### config.mk
export PLATFORM = sky130hd
export DESIGN_NAME = bresenham_stepper_flat
export DESIGN_NICKNAME = d
export VERILOG_FILES = /design/src/rtl/bresenham_stepper_pkg.sv /design/src/rtl/bresenham_stepper_if.sv /design/src/rtl/bresenham_stepper_octant_normalize.sv /design/src/rtl/bresenham_stepper.sv /design/src/flat_wrapper.sv
export SDC_FILE = /design/constraint.sdc
export NUM_CORES = 1
export LEC_CHECK = 0
export ABC_AREA = 1
export CORE_MARGIN = 2
export CORE_UTILIZATION = 25
export DETAILED_ROUTE_END_ITERATION = 12
export PLACE_DENSITY_LB_ADDON = 0.05
export RECOVER_POWER = 100
export SETUP_SLACK_MARGIN = 0.4
export SLEW_MARGIN = 10
export SYNTH_ARGS = -nofsm -noshare
export SYNTH_HDL_FRONTEND = slang
export SYNTH_SLANG_ARGS = --single-unit
### constraint.sdc
create_clock -name clk -period 3.9 [get_ports clk]
set_clock_uncertainty 0.1 [all_clocks]
set_input_delay 0.975 -clock clk [delete_from_list [all_inputs] [get_ports clk]]
set_output_delay 0.975 -clock clk [all_outputs]
set_load 0.03 [all_outputs]
### src/rtl/bresenham_stepper_pkg.sv
// Shared defaults, FSM states and the normalised-point record for the
// Bresenham ray-tracing path (stepper and downstream flip stage).
package bresenham_pkg;

    localparam int DEF_X_WIDTH = 8;
    localparam int DEF_Y_WIDTH = 7;
    localparam int ERR_WIDTH   = DEF_X_WIDTH + 2;

    typedef enum logic [1:0] {
        IDLE  = 2'd0,
        SETUP = 2'd1,
        STEP  = 2'd2
    } state_t;

    typedef struct packed {
        logic [DEF_X_WIDTH-1:0] x;
        logic [DEF_Y_WIDTH-1:0] y;
        logic                   flip_x;
        logic                   flip_y;
        logic                   flip_identity;
        logic                   last;
    } norm_point_t;

endpackage

### src/rtl/bresenham_stepper_if.sv
// Line-request and normalised-point streams between the stepper, its
// requester and the flip stage.
interface bresenham_stepper_if
    import bresenham_pkg::*;
#(
    parameter int X_WIDTH = DEF_X_WIDTH,
    parameter int Y_WIDTH = DEF_Y_WIDTH
) ();

    logic               line_valid;
    logic               line_ready;
    logic [X_WIDTH-1:0] dx;
    logic [Y_WIDTH-1:0] dy;
    logic               pt_valid;
    logic               pt_ready;
    logic [X_WIDTH-1:0] x_norm;
    logic [Y_WIDTH-1:0] y_norm;
    logic               flip_x;
    logic               flip_y;
    logic               flip_identity;
    logic               pt_last;

    modport slave (
        input  line_valid, dx, dy, pt_ready,
        output line_ready, pt_valid, x_norm, y_norm,
               flip_x, flip_y, flip_identity, pt_last
    );

    modport master (
        output line_valid, dx, dy, pt_ready,
        input  line_ready, pt_valid, x_norm, y_norm,
               flip_x, flip_y, flip_identity, pt_last
    );

endinterface

### src/rtl/bresenham_stepper_octant_normalize.sv
// Folds a signed (dx, dy) offset into the first octant: major/minor lengths,
// flip flags and the initial Bresenham error term.
module octant_normalize #(
    parameter int X_WIDTH = 8,
    parameter int Y_WIDTH = 7,
    parameter int ERR_W   = X_WIDTH + 2
) (
    input  logic                    [X_WIDTH-1:0] dx,
    input  logic                    [Y_WIDTH-1:0] dy,
    output logic                    [X_WIDTH-1:0] a,
    output logic                    [Y_WIDTH-1:0] b,
    output logic                                  swap,
    output logic                                  flip_x,
    output logic                                  flip_y,
    output logic signed             [ERR_W-1:0]   err_init
);

    logic               dx_neg;
    logic               dy_neg;
    logic [X_WIDTH-1:0] ax;
    logic [Y_WIDTH-1:0] ay;
    logic [X_WIDTH-1:0] ay_ext;

    assign dx_neg = dx[X_WIDTH-1];
    assign dy_neg = dy[Y_WIDTH-1];

    // Magnitudes are unsigned, so the most negative input still fits.
    assign ax     = dx_neg ? (~dx + 1'b1) : dx;
    assign ay     = dy_neg ? (~dy + 1'b1) : dy;
    assign ay_ext = {{(X_WIDTH-Y_WIDTH){1'b0}}, ay};

    assign swap   = ay_ext > ax;
    assign a      = swap ? ay_ext : ax;
    // When swapped, ax < ay so it fits the minor-axis width.
    assign b      = swap ? ax[Y_WIDTH-1:0] : ay;
    assign flip_x = swap ? dy_neg : dx_neg;
    assign flip_y = swap ? dx_neg : dy_neg;

    assign err_init = $signed({{(ERR_W-Y_WIDTH-1){1'b0}}, b, 1'b0})
                    - $signed({{(ERR_W-X_WIDTH){1'b0}}, a});

endmodule

### src/rtl/bresenham_stepper.sv
// Bresenham line stepper: one first-octant cell per handshake plus flip flags.
// Define BRESENHAM_OMIT_END_EN to drop the endpoint (free-space-only marking).
//
// state | meaning
// IDLE  | waiting for a line request, line_ready high
// SETUP | octant normalisation of the latched offset, loads major/minor/error
// STEP  | presenting points, advancing on each pt_valid & pt_ready
module bresenham_stepper
    import bresenham_pkg::*;
#(
    parameter int X_WIDTH = DEF_X_WIDTH,
    parameter int Y_WIDTH = DEF_Y_WIDTH
) (
    input  logic                 clk,
    input  logic                 reset,
    bresenham_stepper_if.slave   bus
);

    localparam int ERR_W = X_WIDTH + 2;

    state_t                    state_q, state_nxt;
    logic        [X_WIDTH-1:0] dx_q;
    logic        [Y_WIDTH-1:0] dy_q;
    logic        [X_WIDTH-1:0] a_q;
    logic        [Y_WIDTH-1:0] b_q;
    logic signed [ERR_W-1:0]   err_q;
    logic        [X_WIDTH-1:0] x_q;
    logic        [Y_WIDTH-1:0] y_q;
    logic                      fx_q, fy_q, fi_q;

    logic        [X_WIDTH-1:0] norm_a;
    logic        [Y_WIDTH-1:0] norm_b;
    logic                      norm_swap, norm_fx, norm_fy;
    logic signed [ERR_W-1:0]   norm_err;

    logic                      line_accept, setup_load, step_adv;
    logic                      pt_valid, pt_last, pt_hs;
    logic        [X_WIDTH-1:0] x_end;
    logic signed [ERR_W-1:0]   two_a, two_b;

    octant_normalize #(
        .X_WIDTH (X_WIDTH),
        .Y_WIDTH (Y_WIDTH),
        .ERR_W   (ERR_W)
    ) u_norm (
        .dx       (dx_q),
        .dy       (dy_q),
        .a        (norm_a),
        .b        (norm_b),
        .swap     (norm_swap),
        .flip_x   (norm_fx),
        .flip_y   (norm_fy),
        .err_init (norm_err)
    );

`ifdef BRESENHAM_OMIT_END_EN
    assign x_end = a_q - 1'b1;
`else
    assign x_end = a_q;
`endif

    assign pt_valid = (state_q == STEP);
    assign pt_last  = pt_valid && (x_q == x_end);
    assign pt_hs    = pt_valid && bus.pt_ready;
    assign two_a    = $signed({{(ERR_W-X_WIDTH-1){1'b0}}, a_q, 1'b0});
    assign two_b    = $signed({{(ERR_W-Y_WIDTH-1){1'b0}}, b_q, 1'b0});

    always_comb begin
        state_nxt   = state_q;
        line_accept = 1'b0;
        setup_load  = 1'b0;
        step_adv    = 1'b0;
        case (state_q)
            IDLE: begin
                if (bus.line_valid) begin
                    line_accept = 1'b1;
                    state_nxt   = SETUP;
                end
            end
            SETUP: begin
                setup_load = 1'b1;
                state_nxt  = STEP;
`ifdef BRESENHAM_OMIT_END_EN
                if (norm_a == '0) state_nxt = IDLE;
`endif
            end
            STEP: begin
                if (pt_hs) begin
                    if (pt_last) state_nxt = IDLE;
                    else         step_adv  = 1'b1;
                end
            end
            default: state_nxt = IDLE;
        endcase
    end

    always_ff @(posedge clk) begin
        if (reset) begin
            state_q <= IDLE;
            dx_q    <= '0;
            dy_q    <= '0;
            a_q     <= '0;
            b_q     <= '0;
            err_q   <= '0;
            x_q     <= '0;
            y_q     <= '0;
            fx_q    <= 1'b0;
            fy_q    <= 1'b0;
            fi_q    <= 1'b0;
        end else begin
            state_q <= state_nxt;
            if (line_accept) begin
                dx_q <= bus.dx;
                dy_q <= bus.dy;
            end
            if (setup_load) begin
                a_q   <= norm_a;
                b_q   <= norm_b;
                err_q <= norm_err;
                fx_q  <= norm_fx;
                fy_q  <= norm_fy;
                fi_q  <= norm_swap;
                x_q   <= '0;
                y_q   <= '0;
            end
            if (step_adv) begin
                x_q <= x_q + 1'b1;
                if (!err_q[ERR_W-1] && (err_q != '0)) begin
                    y_q   <= y_q + 1'b1;
                    err_q <= err_q + two_b - two_a;
                end else begin
                    err_q <= err_q + two_b;
                end
            end
        end
    end

    assign bus.line_ready    = (state_q == IDLE);
    assign bus.pt_valid      = pt_valid;
    assign bus.pt_last       = pt_last;
    assign bus.x_norm        = x_q;
    assign bus.y_norm        = y_q;
    assign bus.flip_x        = fx_q;
    assign bus.flip_y        = fy_q;
    assign bus.flip_identity = fi_q;

endmodule

### src/flat_wrapper.sv
// flat-port wrapper written by rule: the top's interface ports become plain ports
module bresenham_stepper_flat import bresenham_pkg::*;
#(
    parameter int X_WIDTH = DEF_X_WIDTH,
    parameter int Y_WIDTH = DEF_Y_WIDTH
)
  (clk, reset, bus_line_valid, bus_dx, bus_dy, bus_pt_ready, bus_line_ready, bus_pt_valid, bus_x_norm, bus_y_norm, bus_flip_x, bus_flip_y, bus_flip_identity, bus_pt_last);
  bresenham_stepper_if #(.X_WIDTH(X_WIDTH), .Y_WIDTH(Y_WIDTH)) bus_i ();
  input  logic clk;
  input  logic reset;
  input wire logic [$bits(bus_i.line_valid)-1:0] bus_line_valid;
  input wire logic [$bits(bus_i.dx)-1:0] bus_dx;
  input wire logic [$bits(bus_i.dy)-1:0] bus_dy;
  input wire logic [$bits(bus_i.pt_ready)-1:0] bus_pt_ready;
  output wire logic [$bits(bus_i.line_ready)-1:0] bus_line_ready;
  output wire logic [$bits(bus_i.pt_valid)-1:0] bus_pt_valid;
  output wire logic [$bits(bus_i.x_norm)-1:0] bus_x_norm;
  output wire logic [$bits(bus_i.y_norm)-1:0] bus_y_norm;
  output wire logic [$bits(bus_i.flip_x)-1:0] bus_flip_x;
  output wire logic [$bits(bus_i.flip_y)-1:0] bus_flip_y;
  output wire logic [$bits(bus_i.flip_identity)-1:0] bus_flip_identity;
  output wire logic [$bits(bus_i.pt_last)-1:0] bus_pt_last;
  assign bus_i.line_valid = bus_line_valid;
  assign bus_i.dx = bus_dx;
  assign bus_i.dy = bus_dy;
  assign bus_i.pt_ready = bus_pt_ready;
  assign bus_line_ready = bus_i.line_ready;
  assign bus_pt_valid = bus_i.pt_valid;
  assign bus_x_norm = bus_i.x_norm;
  assign bus_y_norm = bus_i.y_norm;
  assign bus_flip_x = bus_i.flip_x;
  assign bus_flip_y = bus_i.flip_y;
  assign bus_flip_identity = bus_i.flip_identity;
  assign bus_pt_last = bus_i.pt_last;
  bresenham_stepper #(.X_WIDTH(X_WIDTH), .Y_WIDTH(Y_WIDTH)) u_core (.clk(clk), .reset(reset), .bus(bus_i));
endmodule
## Word level (Yosys, flattened, before mapping)

Cells that the tools add are included.

- Mux-type cells: 24
- Eq/ne operators: 6
- Reductions and logical operators: 8
- Add/subtract/negate cells: 7
- Magnitude comparators: 1
- Bitwise logic cells: 2

Operator list:

| kind | count |
|---|---|
| $mux 7 | 5 |
| $mux 8 | 4 |
| $mux 10 | 3 |
| $add 8x1->8 const B | 2 |
| $add 7x1->7 const B | 2 |
| $add 10x9->10 | 1 |
| $reduce_bool 10->1 | 1 |
| $sub 10x10->10 | 1 |
| $sub 8x8->9 | 1 |
| $eq 8x8->1 | 1 |
| $gt 7x8->1 | 1 |
| $mux 1 | 8 |
| $not 8->8 | 1 |
| $not 7->7 | 1 |
| $mux 2 | 3 |
| $ne 2x2->1 const B | 3 |
| $pmux 2 s3 | 1 |
| $logic_and 1x1->1 | 3 |
| $reduce_and 3->1 | 1 |
| $eq 2x1->1 const B | 1 |
| $eq 2x2->1 const B | 1 |
| $logic_not 2->1 | 1 |
| $reduce_bool 2->1 | 1 |
| $logic_not 1->1 | 1 |

- Register bits after elaboration: 60
- Output and inout bits: 21
- Word-level logic and storage cells: 59
- Bits of input ports: 19

## Depth between registers and ports, before layout

- Depth after elaboration: 8
- Mapped depth: 29
- Mapped depth without buffers: 26

## By module

From an unflattened synthesis, not the netlist that was laid out.

- Cell total of the unflattened synthesis: 702
- Area total of the unflattened synthesis: 4521.8 sq um

By module, submodules not included:

| module | area an instance (sq um) | times used | cells an instance |
|---|---|---|---|
| bresenham_stepper | 3363.2 | 1 | 495 |
| octant_normalize | 1158.6 | 1 | 207 |

## Worst setup path after synthesis

No wires, ideal clock.

- Path kind: reg2reg
- Start point: reg u_core.dx_q[7]
- End point: reg u_core.err_q[6]
- Stages on the path, launching flop included: 26
- Setup slack: 130 ps
- Path buffers: 3
- Library setup time: 70 ps
- Arrival time: 3600 ps
- Cell sequence: dfxtp_1 inv_2 or2_2 xor2_1 inv_1 ha_1 nand2_1 o21ai_0 nand4_2 nand3_4 nand2_4 buf_12 buf_4 buf_2 nand2_1 o21ai_0 fa_1 nand2_1 inv_1 o21ai_2 nand2_2 nand2_1 nand2_1 nand2_1 nand3_1 a21oi_1

- Word-level cells in the longest chain between the ends: 8
- Elaborated cells on any way between the ends: 9
- Classes of those cells: 2 x add/sub; 1 x order compare; 5 x mux; 1 x bitwise

Ends and longest elaborated chain:

| what | RTL line | source |
|---|---|---|
| start: declaration | bresenham_stepper.sv:22 | `logic [X_WIDTH-1:0] dx_q;` |
| start signal: assignment | bresenham_stepper.sv:113 | `dx_q <= bus.dx;` |
| $not 8->8 | bresenham_stepper_octant_normalize.sv:28 | `assign ax = dx_neg ? (~dx + 1'b1) : dx;` |
| $add 8x1->8 | bresenham_stepper_octant_normalize.sv:28 |  |
| $mux 8 * | bresenham_stepper_octant_normalize.sv:28 |  |
| $gt 7x8->1 | bresenham_stepper_octant_normalize.sv:32 | `assign swap = ay_ext > ax;` |
| $mux 7 * | bresenham_stepper_octant_normalize.sv:35 | `assign b = swap ? ax[Y_WIDTH-1:0] : ay;` |
| net u_core.norm_b[0] | bresenham_stepper.sv:32 | `logic [Y_WIDTH-1:0] norm_b;` |
| $sub 8x8->9 * | bresenham_stepper_octant_normalize.sv:40 | `- $signed({{(ERR_W-X_WIDTH){1'b0}}, a});` |
| $mux 10 * | bresenham_stepper.sv:116 | `if (setup_load) begin` |
| $mux 10 * | bresenham_stepper.sv:126 | `if (step_adv) begin` |
| end signal: assignment | bresenham_stepper.sv:119 | `err_q <= norm_err;` |
| end signal: assignment | bresenham_stepper.sv:130 | `err_q <= err_q + two_b - two_a;` |
| end signal: assignment | bresenham_stepper.sv:132 | `err_q <= err_q + two_b;` |
| end: declaration | bresenham_stepper.sv:26 | `logic signed [ERR_W-1:0] err_q;` |

The timed path passes the listed nets; every way through them passes the cells marked *. The select of a mux whose other input is x is not followed.
A chain may end at the register's enable or synchronous reset.

## Worst setup path in the final report

- Start point: reg u_core.dx_q[1]
- End point: reg u_core.err_q[8]

- Word-level cells in the longest chain between the ends: 8
- Elaborated cells on any way between the ends: 9
- Classes of those cells: 2 x add/sub; 1 x order compare; 5 x mux; 1 x bitwise

Ends and longest elaborated chain:

| what | RTL line |
|---|---|
| $not 8->8 | bresenham_stepper_octant_normalize.sv:28 |
| $add 8x1->8 | bresenham_stepper_octant_normalize.sv:28 |
| $mux 8 * | bresenham_stepper_octant_normalize.sv:28 |
| $gt 7x8->1 | bresenham_stepper_octant_normalize.sv:32 |
| $mux 7 / $mux 8 (equally long branches) | bresenham_stepper_octant_normalize.sv:35, bresenham_stepper_octant_normalize.sv:33 |
| $sub 8x8->9 * | bresenham_stepper_octant_normalize.sv:40 |
| $mux 10 * | bresenham_stepper.sv:116 |
| $mux 10 * | bresenham_stepper.sv:126 |

Mark *: on every way between the ends. The rest lies on a longest branch, timed or not. The select of a mux whose other input is x is not followed.

==> metrics <==
CP Launch Point=u_core.dx_q[1]$_SDFFE_PP0P_; MaxCap Viol Count=0; Setup-failing EPs final=0; DRC Markers=0; Worst Path Required=4070 ps; CTS H-tree lvls=3; min-delay src=u_core.bus.flip_x$_SDFFE_PP0P_; Worst-Skew Late Latency=340 ps; area share of the largest cell type after synthesis=27.43%; crit share post-route=90.98%; number of global-route vias before repair=4,148; Filler cells=1,880; Mean Syn Cell Area=6.842 sq um; RSZ-0062 raised after global routing=true; r2r worst-path depth=25; grt total ovfl=0; DIE AREA=18,590 sq um; Die W=136.4 microns; Crit-path slowest cell=fa_2; Core ar.=17,240 sq um; CTS Buf Count=9; Total Routed Length=13,730 microns; critical path depth=25; global routing's busiest layer=met2; Achievable Freq=281.8 MHz; Critical R2R Capture=u_core.err_q[8]$_SDFFE_PP0P_; final worst slack=351.7 ps; #FFs+latches synth=60; CTS root buf=clkbuf_16; worst hold path class=register to register; number of library cell types mapped by synthesis=47; warnings from Yosys=0; Max VDD drop=0.0002984 V; dpl ws=61.95 ps; area delta synth->final=30.06%; met3 usage=3.468%; DP HPWL=10,420 microns; Initial Utilization=25.41%; critical path capture point type=register; initial antenna violation count=0; register area share after synthesis=27.43%; WL per Instance=14.75 microns; Iter 0 DRT Violations=223; fin crit period=3548 ps; post-synth net total=691; clk sink count=60; Ports=40; Rel. slew slack=43.88%; fin nets=754; buffer and inverter count on the worst path=5; via/cell ratio=4.574; final max-slew violation count=0; RR Startpoint=u_core.dx_q[1]$_SDFFE_PP0P_; CTS clock-pin slew for the worst setup and hold paths=50 ps; Hold Fails Final Rpt=0; top post-synthesis cells by area=dfxtp_1 (27%), nand2_1 (9.6%), ha_1 (8.3%), a21oi_1 (7.7%), o21ai_0 (7.7%); ant diodes=0; largest net degree at the start of global routing=31; status=completed; via count=4,258; CTS max path bufs=2; FF+latch area=1210 sq um; Die Height=136.4 microns; P_leak=2.510 nW; Critical Path End=u_core.err_q[8]$_SDFFE_PP0P_; GRT Resource Usage Total=15.60%; GPL Wtd Cong=0.8348; IO buf count=39; Synth Cell Area=4379 sq um; met2 usage=26.47%; Worst setup SP type=register; worst hold margin=365.5 ps; family with the most delay on the worst path=simple AND/OR/NAND/NOR gates; CP peak stage delay=370 ps; Crit path arrival time=3720 ps; critical setup path kind=register to register; maximum fanout along the worst path=7; multi-input logic area=2910 sq um; setup TNS=0 ps; Final ANT Viol Nets=0; Post-Syn Instances=640; layout cells sized above 1=19.55%; Pre-antenna DRT Iters=5; GR Layer Usage met1=19.46%; cell taking the most area after synthesis=dfxtp_1; first-pass GRT wire length=22,070 microns; Least-Margin Pin Slew=840.9 ps; r2r setup slk=350 ps; Power Density=581.2 nW/um^2; FP Rows=48; CTS tree=done
state kept, by name (all words and copies together) (netlist names), 2 cells and up:
register / flops
u_core.err_q: 10
u_core.a_q: 8
u_core.bus.x_norm: 8
u_core.dx_q: 8
u_core.b_q: 7
u_core.bus.y_norm: 7
u_core.dy_q: 7
u_core.state_q: 2
power by group:
part           internal [mW]  switching, mW  total, mW
registers              0.668         0.0508      0.719
logic                  0.772           1.09       1.86
clock network          0.437          0.296      0.733
total                   1.88           1.43       3.31
how the worst min path moves through the flow:
stage | end | slack, ps | cells after the start
after global placement | u_core.err_q[0]$_SDFFE_PP0P_ | 370 | 2
after floorplan | u_core.err_q[0]$_SDFFE_PP0P_ | 350 | 2
final | u_core.bus.flip_x$_SDFFE_PP0P_ | 370 | 2
after detailed placement | u_core.bus.flip_x$_SDFFE_PP0P_ | 370 | 2
after CTS | u_core.bus.flip_x$_SDFFE_PP0P_ | 370 | 2
after global routing | u_core.bus.flip_x$_SDFFE_PP0P_ | 400 | 2
final cells by class:
type                            instances  area share (%)
Clock buffer                           11           4.262
Clock inverter                          3          0.2636
Inverter                               96           6.371
Multi-Input combinational cell        461           51.10
Sequential cell                        60           21.24
Tap cell                              225           4.943
Timing Repair Buffer                   75           11.82
synth_stat cells (all sizes together):
library cell    n
nor3            7
o31ai           4
a221oi          2
o211ai          7
a31oi           2
a21oi          68
fa              3
a21boi          2
a211oi          3
a22oi           1
and3            2
o21a            1
o21ai          71
clkbuf         14
inv            95
nand4           7
or2             3
dfxtp          60
clkinv          1
o21bai          6
xor2           16
nand2         138
buf            10
ha             29
nor4            2
nand3b          1
nand3          43
xnor2           3
or4             1
nor2           38
worst reg2reg max path, stage by stage, from the launching register on:
cell and delay, ps:
dfxtp_2 330, inv_2 70, ha_4 120, inv_2 30, nor2_1 90, nand2_1 70, o31ai_1 280, xnor2_1 150
inv_1 80, ha_1 280, nand2_2 70, nor2_4 140, nand4_4 110, nand3_4 130, nand2_8 80, buf_8 150
nand2_4 60, o21ai_4 60, fa_2 370, nand2_2 70, inv_2 40, o21ai_2 120, nand2_2 100, nand3b_1 140
nand3_1 100, a21oi_1 140
stage by stage:
stage                     power, mW  utilization [%]  std cells  cell area (sq um)
after global routing          3.607            33.04        931               5695
after detailed placement      2.272            29.73        901               5125
after global placement        2.279            29.73        901               5125
after floorplan               1.920                -        640               4437
after CTS                     3.072            31.70        921               5464
final                         3.310            33.04        931               5695
routing by layer:
metal,vias to the layer above,routed length (microns)
li1,2242,-
met1,1945,6493
met2,49,6627
met3,22,311
met4,0,297
met5,-,0
cells by family after synthesis:
| kind of cell | synth area share, % |
|---|---|
| XOR/XNOR | 3.800 |
| flip-flops | 27.43 |
| buffers and inverters | 11.14 |
| AO/OA/AOI/OAI | 21.29 |
| adder cells (fa/ha/maj) | 9.657 |
| AND/OR/NAND/NOR | 26.69 |
cell usage in the layout, fill, tap and decap left out, types with 5 or more instances in the layout:
| cell type | count |
|---|---|
| nand2_1 | 106 |
| inv_1 | 84 |
| a21oi_1 | 65 |
| o21ai_0 | 57 |
| dfxtp_1 | 55 |
| nand3_1 | 38 |
| buf_4 | 32 |
| nor2_1 | 28 |
| nand2_2 | 27 |
| ha_1 | 26 |
| dlygate4sd3_1 | 21 |
| clkdlybuf4s50_1 | 17 |
| xor2_1 | 15 |
| inv_2 | 10 |
| clkbuf_16 | 9 |
| nor2_2 | 7 |
| o211ai_1 | 7 |
| o21bai_1 | 6 |
| o21ai_2 | 5 |
| nand2_4 | 5 |
| o21ai_4 | 5 |
| nand4_1 | 5 |
| nor3_1 | 5 |
timing repair:
action,4_1_cts,5_1_grt
gates cloned,0,1
setup buffers,6,9
pin swaps,5,26
setup endpoints to repair,10,10
gates resized for setup,11,42
hold buffers,0,0
Power figures use the tool's default switching activity.
